### src/rtl/phase_timer_pkg.sv
// ============================================================================
// Module   : phase_timer_pkg
// Brief    : Shared FSM state encoding and width helpers for the phase timer.
// Revision : 1.0 - initial release
// ============================================================================
`default_nettype none

package phase_timer_pkg;

    typedef logic [1:0] state_t;

    localparam state_t c_ST_IDLE  = 2'd0;
    localparam state_t c_ST_RUN   = 2'd1;
    localparam state_t c_ST_PAUSE = 2'd2;

    function automatic int ph_width(input int num_phases);
        return (num_phases > 1) ? $clog2(num_phases) : 1;
    endfunction

    function automatic int pre_width(input int prescale);
        return (prescale > 1) ? $clog2(prescale) : 1;
    endfunction

    function automatic int clamp_phase(input int sp, input int num_phases);
        return (sp > num_phases - 1) ? num_phases - 1 : sp;
    endfunction

endpackage

`default_nettype wire

### src/rtl/tick_prescaler.sv
// ============================================================================
// Module   : tick_prescaler
// Brief    : Free-running 0..PRESCALE-1 counter emitting a tick on each wrap.
// Revision : 1.0 - initial release
// ============================================================================
`default_nettype none

module tick_prescaler
    import phase_timer_pkg::*;
#(
    parameter int PRESCALE = 1
) (
    input  logic clk,
    input  logic Timer_RST,
    input  logic clear,
    input  logic enable,
    output logic tick
);

    localparam int                 c_W   = pre_width(PRESCALE);
    localparam logic [c_W-1:0]     c_MAX = c_W'(PRESCALE - 1);

    logic [c_W-1:0] r_cnt;
    logic           w_wrap;

    assign w_wrap = (r_cnt == c_MAX);
    assign tick   = enable && w_wrap;

    // clear beats enable so a reload always restarts a full tick period
    always_ff @(posedge clk or posedge Timer_RST) begin
        if (Timer_RST) begin
            r_cnt <= '0;
        end else if (clear) begin
            r_cnt <= '0;
        end else if (enable) begin
            r_cnt <= w_wrap ? '0 : r_cnt + 1'b1;
        end
    end

endmodule

`default_nettype wire

### src/rtl/phase_timer.sv
// ============================================================================
// Module   : phase_timer
// Brief    : Multi-phase countdown sequencer with pause, abort and auto-advance.
// Revision : 1.0 - initial release
// ============================================================================
`default_nettype none

module phase_timer
    import phase_timer_pkg::*;
#(
    parameter  int CNT_W      = 16,
    parameter  int NUM_PHASES = 4,
    parameter  int PRESCALE   = 1,
    localparam int PH_W       = ph_width(NUM_PHASES)
) (
    input  logic                        clk,
    input  logic                        Timer_RST,
    input  logic                        start,
    input  logic [PH_W-1:0]             start_phase,
    input  logic                        auto_adv,
    input  logic                        pause,
    input  logic                        abort,
    input  logic [NUM_PHASES*CNT_W-1:0] durations,
    output logic [PH_W-1:0]             phase,
    output logic [CNT_W-1:0]            remaining,
    output logic                        busy,
    output logic                        phase_done,
    output logic                        all_done
);

    state_t           r_state;
    logic [PH_W-1:0]  r_phase;
    logic [CNT_W-1:0] r_rem;
    logic             r_auto;
    logic             r_pd;
    logic             r_ad;

    logic             w_active;
    logic             w_tick;
    logic             w_complete;
    logic             w_last;
    logic             w_advance;
    logic             w_start;
    logic             w_pclear;
    logic [PH_W-1:0]  w_start_ph;
    logic [PH_W-1:0]  w_load_idx;
    logic [CNT_W-1:0] w_load_dur;

    // The resume edge out of PAUSE counts like a RUN edge, so a pause costs
    // exactly as many cycles as pause was sampled high.
    assign w_active   = (r_state != c_ST_IDLE) && !pause && !abort;
    assign w_complete = w_active && ((r_rem == '0) || (w_tick && (r_rem == CNT_W'(1))));
    assign w_last     = (r_phase == PH_W'(NUM_PHASES - 1));
    assign w_advance  = w_complete && r_auto && !w_last;
    assign w_start    = (r_state == c_ST_IDLE) && start && !abort;
    assign w_pclear   = w_start || w_complete || abort;

    assign w_start_ph = PH_W'(clamp_phase(32'(start_phase), NUM_PHASES));
    assign w_load_idx = w_start ? w_start_ph : r_phase + 1'b1;
    assign w_load_dur = durations[w_load_idx*CNT_W +: CNT_W];

    tick_prescaler #(
        .PRESCALE (PRESCALE)
    ) u_prescaler (
        .clk       (clk),
        .Timer_RST (Timer_RST),
        .clear     (w_pclear),
        .enable    (w_active),
        .tick      (w_tick)
    );

    always_ff @(posedge clk or posedge Timer_RST) begin
        if (Timer_RST) begin
            r_state <= c_ST_IDLE;
            r_phase <= '0;
            r_rem   <= '0;
            r_auto  <= 1'b0;
            r_pd    <= 1'b0;
            r_ad    <= 1'b0;
        end else begin
            r_pd <= 1'b0;
            r_ad <= 1'b0;
            if (abort) begin
                r_state <= c_ST_IDLE;
                r_rem   <= '0;
            end else begin
                case (r_state)
                    c_ST_IDLE: begin
                        if (w_start) begin
                            r_phase <= w_start_ph;
                            r_auto  <= auto_adv;
                            r_rem   <= w_load_dur;
                            r_state <= c_ST_RUN;
                        end
                    end
                    c_ST_RUN, c_ST_PAUSE: begin
                        if (pause) begin
                            r_state <= c_ST_PAUSE;
                        end else begin
                            r_state <= c_ST_RUN;
                            if (w_complete) begin
                                r_pd <= 1'b1;
                                if (w_advance) begin
                                    r_phase <= r_phase + 1'b1;
                                    r_rem   <= w_load_dur;
                                end else begin
                                    r_ad    <= 1'b1;
                                    r_rem   <= '0;
                                    r_state <= c_ST_IDLE;
                                end
                            end else if (w_tick) begin
                                r_rem <= r_rem - 1'b1;
                            end
                        end
                    end
                    default: r_state <= c_ST_IDLE;
                endcase
            end
        end
    end

    assign phase      = r_phase;
    assign remaining  = r_rem;
    assign busy       = (r_state != c_ST_IDLE);
    assign phase_done = r_pd;
    assign all_done   = r_ad;

endmodule

`default_nettype wire
### config.mk
export PLATFORM = sky130hd
export DESIGN_NAME = phase_timer
export DESIGN_NICKNAME = d
export VERILOG_FILES = /design/src/rtl/phase_timer_pkg.sv /design/src/rtl/tick_prescaler.sv /design/src/rtl/phase_timer.sv
export SDC_FILE = /design/constraint.sdc
export NUM_CORES = 1
export LEC_CHECK = 0
export CAP_MARGIN = 0
export CORE_ASPECT_RATIO = 1.25
export CORE_MARGIN = 2
export CORE_UTILIZATION = 33
export CTS_BUF_LIST = sky130_fd_sc_hd__clkbuf_4
export DETAILED_ROUTE_END_ITERATION = 8
export PLACE_DENSITY = 0.68
export SKIP_LAST_GASP = 1
export SYNTH_ARGS = -nofsm -noshare
export SYNTH_HDL_FRONTEND = slang
export SYNTH_SLANG_ARGS = --single-unit
### constraint.sdc
create_clock -name clk -period 2.3 [get_ports clk]
set_clock_uncertainty 0.05 [all_clocks]
set_input_delay 0.575 -clock clk [delete_from_list [all_inputs] [get_ports clk]]
set_output_delay 0.575 -clock clk [all_outputs]
set_load 0.005 [all_outputs]
==> impl_metrics.csv <==
group,metric,value,unit
run_status,status,"completed",
sta,timing.hold.ws,0.490,ns
sta,rsz0062_at_grt,"false",
route,drt_iter0_drc,90,
cts,cts_tree,"yes",
yosys,synth_top_area_share,27.2,%
floorplanning,pin_count,93,
critical_path,r2r_setup_slack,0.14,ns
cts,root_buffer,"clkbuf_4",
route,postRouteAntennaNets,0,
placed_design,routabilityCongestion,0.904,
layout,final_util,54.6,%
cts,worst_skew_pair.late_latency,0.32,ns
critical_path,critPathCapture,"remaining[5]",
yosys,async_flop_share,100,%
sta,finalHoldViolCount,0,
cts,cts_max_level,1,
grt,overflow,0,
sta,relSlewSlack,61.7,%
yosys,synth_cells,235,
placed_design,hpwl,5.23,mm
sta,tightestPinTransition,0.569,ns
sta,worst_slack,0.117,ns
grt,grt_pass1_vias,2301,
critical_path,crit_arrival,2.39,ns
sta,setup_viol,0,
critical_path,cp.depth,6,
critical_path,path_class,"primary input to flop",
layout,fillers,600,
yosys,synth_ff_type,"dfrtp_1",
yosys,synth.area.top_cells,"dfrtp_1 (27%), mux2i_1 (14%), mux2_2 (9.0%), ha_1 (3.5%), nand2_1 (3.2%)",
layout,antenna_cells,0,
critical_path,crit_chain,"clkdlybuf4s50_1 -> nor4_1 -> nor3b_1 -> a41o_1 -> nand2_2 -> o211ai_1",
floorplanning,die_area,7080,um2
yosys,synth_edf_count,0,
floorplanning,initial_core_util,34.1,%
critical_path,startpoint_type,"primary input",
route,drc,0,
layout,areaGrowthSynthToFinish,60.0,%
grt,antenna_found_initial,0,
yosys,synth_seq_cells,23,
run,maxCapViolations,0,
critical_path,cpLargestDelayFamily,"simple AND/OR/NAND/NOR gates",
route,drt_wl_total,6.51,mm
route,viasPerCell,5.18,
sta,fin_crit_sh,94.9,%
grt,grt_max_degree,24,
power,p_leak,1.49,nW
layout,drive_gt1_share,18.9,%
critical_path,setup.worst_path.end_class,"flop",
critical_path,cp.buffers_inverters,1,
grt,grt_usage,18.8,%
floorplanning,coreArea,6210,um2
placed_design,dp_slack,-0.222,ns
critical_path,r2r_end,"remaining[10]",
sta,slew_viol_final,0,
critical_path,critPathSlowestCell,"clkdlybuf4s50_1",
route,dr.pass1.iters,4,
critical_path,timing.rr.start,"remaining[8]",
grt,grt_pass1_wl,10.5,mm
cts,clk_pin_slew,0.15,ns
route,via_count,2255,
cts,cts_buffers,3,
placed_design,portBuffers,92,
layout,final_nets,429,
yosys,yosys.cell_types.count,50,
yosys,yosysTopAreaCell,"dfrtp_1",
power,power,0.00289,W
yosys,syn_area_per_cell,9.01,um2
route,wire_per_inst,15.0,um
yosys,yosysSeqAreaShare,27.2,%
sta,fmax,458,MHz
critical_path,worstPathMaxFanout,15,
critical_path,required,2.50,ns
yosys,syn_area,2120,um2
critical_path,reg2reg_depth,6,
cts,clock-sinks,23,
critical_path,critPathMaxStageDelay,0.45,ns
sta,period_minus_slack,2.18,ns
power,power_density,853,nW/um2
floorplanning,die_x,75.7,um
critical_path,crit_start,"pause",
yosys,syn-num-nets,313,
power,irDropWorstVdd,0.000451,V
yosys,yosys_warnings,0,
min_path,hold_class,"flop to flop",
floorplanning,die_h,93.6,um
cts,clockBufferDepth,2,
floorplanning,num_rows,32,
## Yosys cell counts, drive strengths merged, types with 2 or more instances
master,number
a21oi,11
a221oi,2
a31oi,5
and2,3
and3,3
and3b,2
buf,11
clkbuf,4
dfrtp,23
ha,6
inv,13
mux2,17
mux2i,31
nand2,19
nand2b,3
nand3,9
nand4b,2
nor2,8
nor2b,4
nor3,7
nor3b,2
nor4,5
nor4b,2
o211ai,10
o21a,2
o21ai,8
o221ai,2
o22ai,3
o311a,5
or3,4
## per-stage QoR
step / setup TNS, ns / instance area (um2) / std cells
after floorplan: 0 / 2130 / 235
after CTS: 0 / 3370 / 434
after global placement: -2.24 / 3320 / 428
final: 0 / 3390 / 435
after global routing: 0 / 3390 / 435
after detailed placement: -2.70 / 3320 / 428
## registers in the layout, summed over array words and instances, names as in the netlist
| name | cells |
|---|---|
| r_state | 2 |
| phase | 2 |
| remaining | 16 |
| phase_done | 1 |
| all_done | 1 |
| r_auto | 1 |
## what timing repair did
| item | 4_1_cts | 5_1_grt |
|---|---|---|
| endpoints found under the setup margin | 1 | 1 |
| pin swaps | 0 | 0 |
| gates resized for setup | 1 | 2 |
| buffers inserted | 2 | 1 |
| hold buffers | 0 | 0 |
## worst register-to-register path: cells and delay by family (launching register included)
family                 cells  cell delay [ns]
DFF                        1             0.41
buffers and inverters      1             0.21
AOI/OAI and AO/OA          3             0.58
and+or+nand+nor            2             0.83
## placed cells by master (no fill, tap or decap), types with 7 or more instances in the layout
master,instances
clkdlybuf4s50_1,91
buf_4,32
mux2i_1,30
dfrtp_1,23
nand2_1,18
mux2_2,17
inv_1,13
a21oi_1,11
nand3_1,9
nor2_1,8
o211ai_1,8
nor3_1,7
## where the power goes
| group | total, W | leakage, nW | switching [W] | internal [W] |
|---|---|---|---|---|
| Combinational | 0.00205 | 1.17 | 0.000937 | 0.00112 |
| Clock | 0.000207 | 0.0177 | 0.000141 | 0.0000652 |
| Sequential | 0.000632 | 0.304 | 0.000130 | 0.000502 |
## area by class of cell
class | count | area, um2 | share of cell area [%]
clock buffer | 3 | 22.5 | 0.664
multi-input combinational | 184 | 1430 | 42.1
inverter | 13 | 48.8 | 1.44
tap | 85 | 106 | 3.14
sequential | 23 | 576 | 17.0
clock inverter | 1 | 5.00 | 0.148
timing repair buffer | 126 | 1200 | 35.5
## routing by layer
metal	global-route usage, %	vias up	routed length (um)
li1	-	1122	-
met1	21.6	1073	2490
met2	36.2	56	3710
met3	3.34	4	272
met4	2.05	0	33
met5	0	-	0
## cells by family after synthesis
| family | Yosys count | synth area share [%] |
|---|---|---|
| AO/OA/AOI/OAI | 55 | 18.7 |
| adder cells (fa/ha/maj) | 6 | 3.54 |
| buffers and inverters | 28 | 6.50 |
| flip-flops | 23 | 27.2 |
| multiplexers | 48 | 23.9 |
| AND/OR/NAND/NOR | 75 | 20.2 |
## worst min-delay path by stage
stage	depth (start not counted)	slack (ns)	end	start
after floorplan	1	0.43	r_auto	r_auto
after CTS	1	0.48	r_auto	r_auto
after detailed placement	1	0.45	r_auto	r_auto
final	1	0.49	r_auto	r_auto
after global routing	1	0.52	r_auto	r_auto
after global placement	1	0.44	r_auto	r_auto
Note: power is estimated with default switching activity, not from simulation.
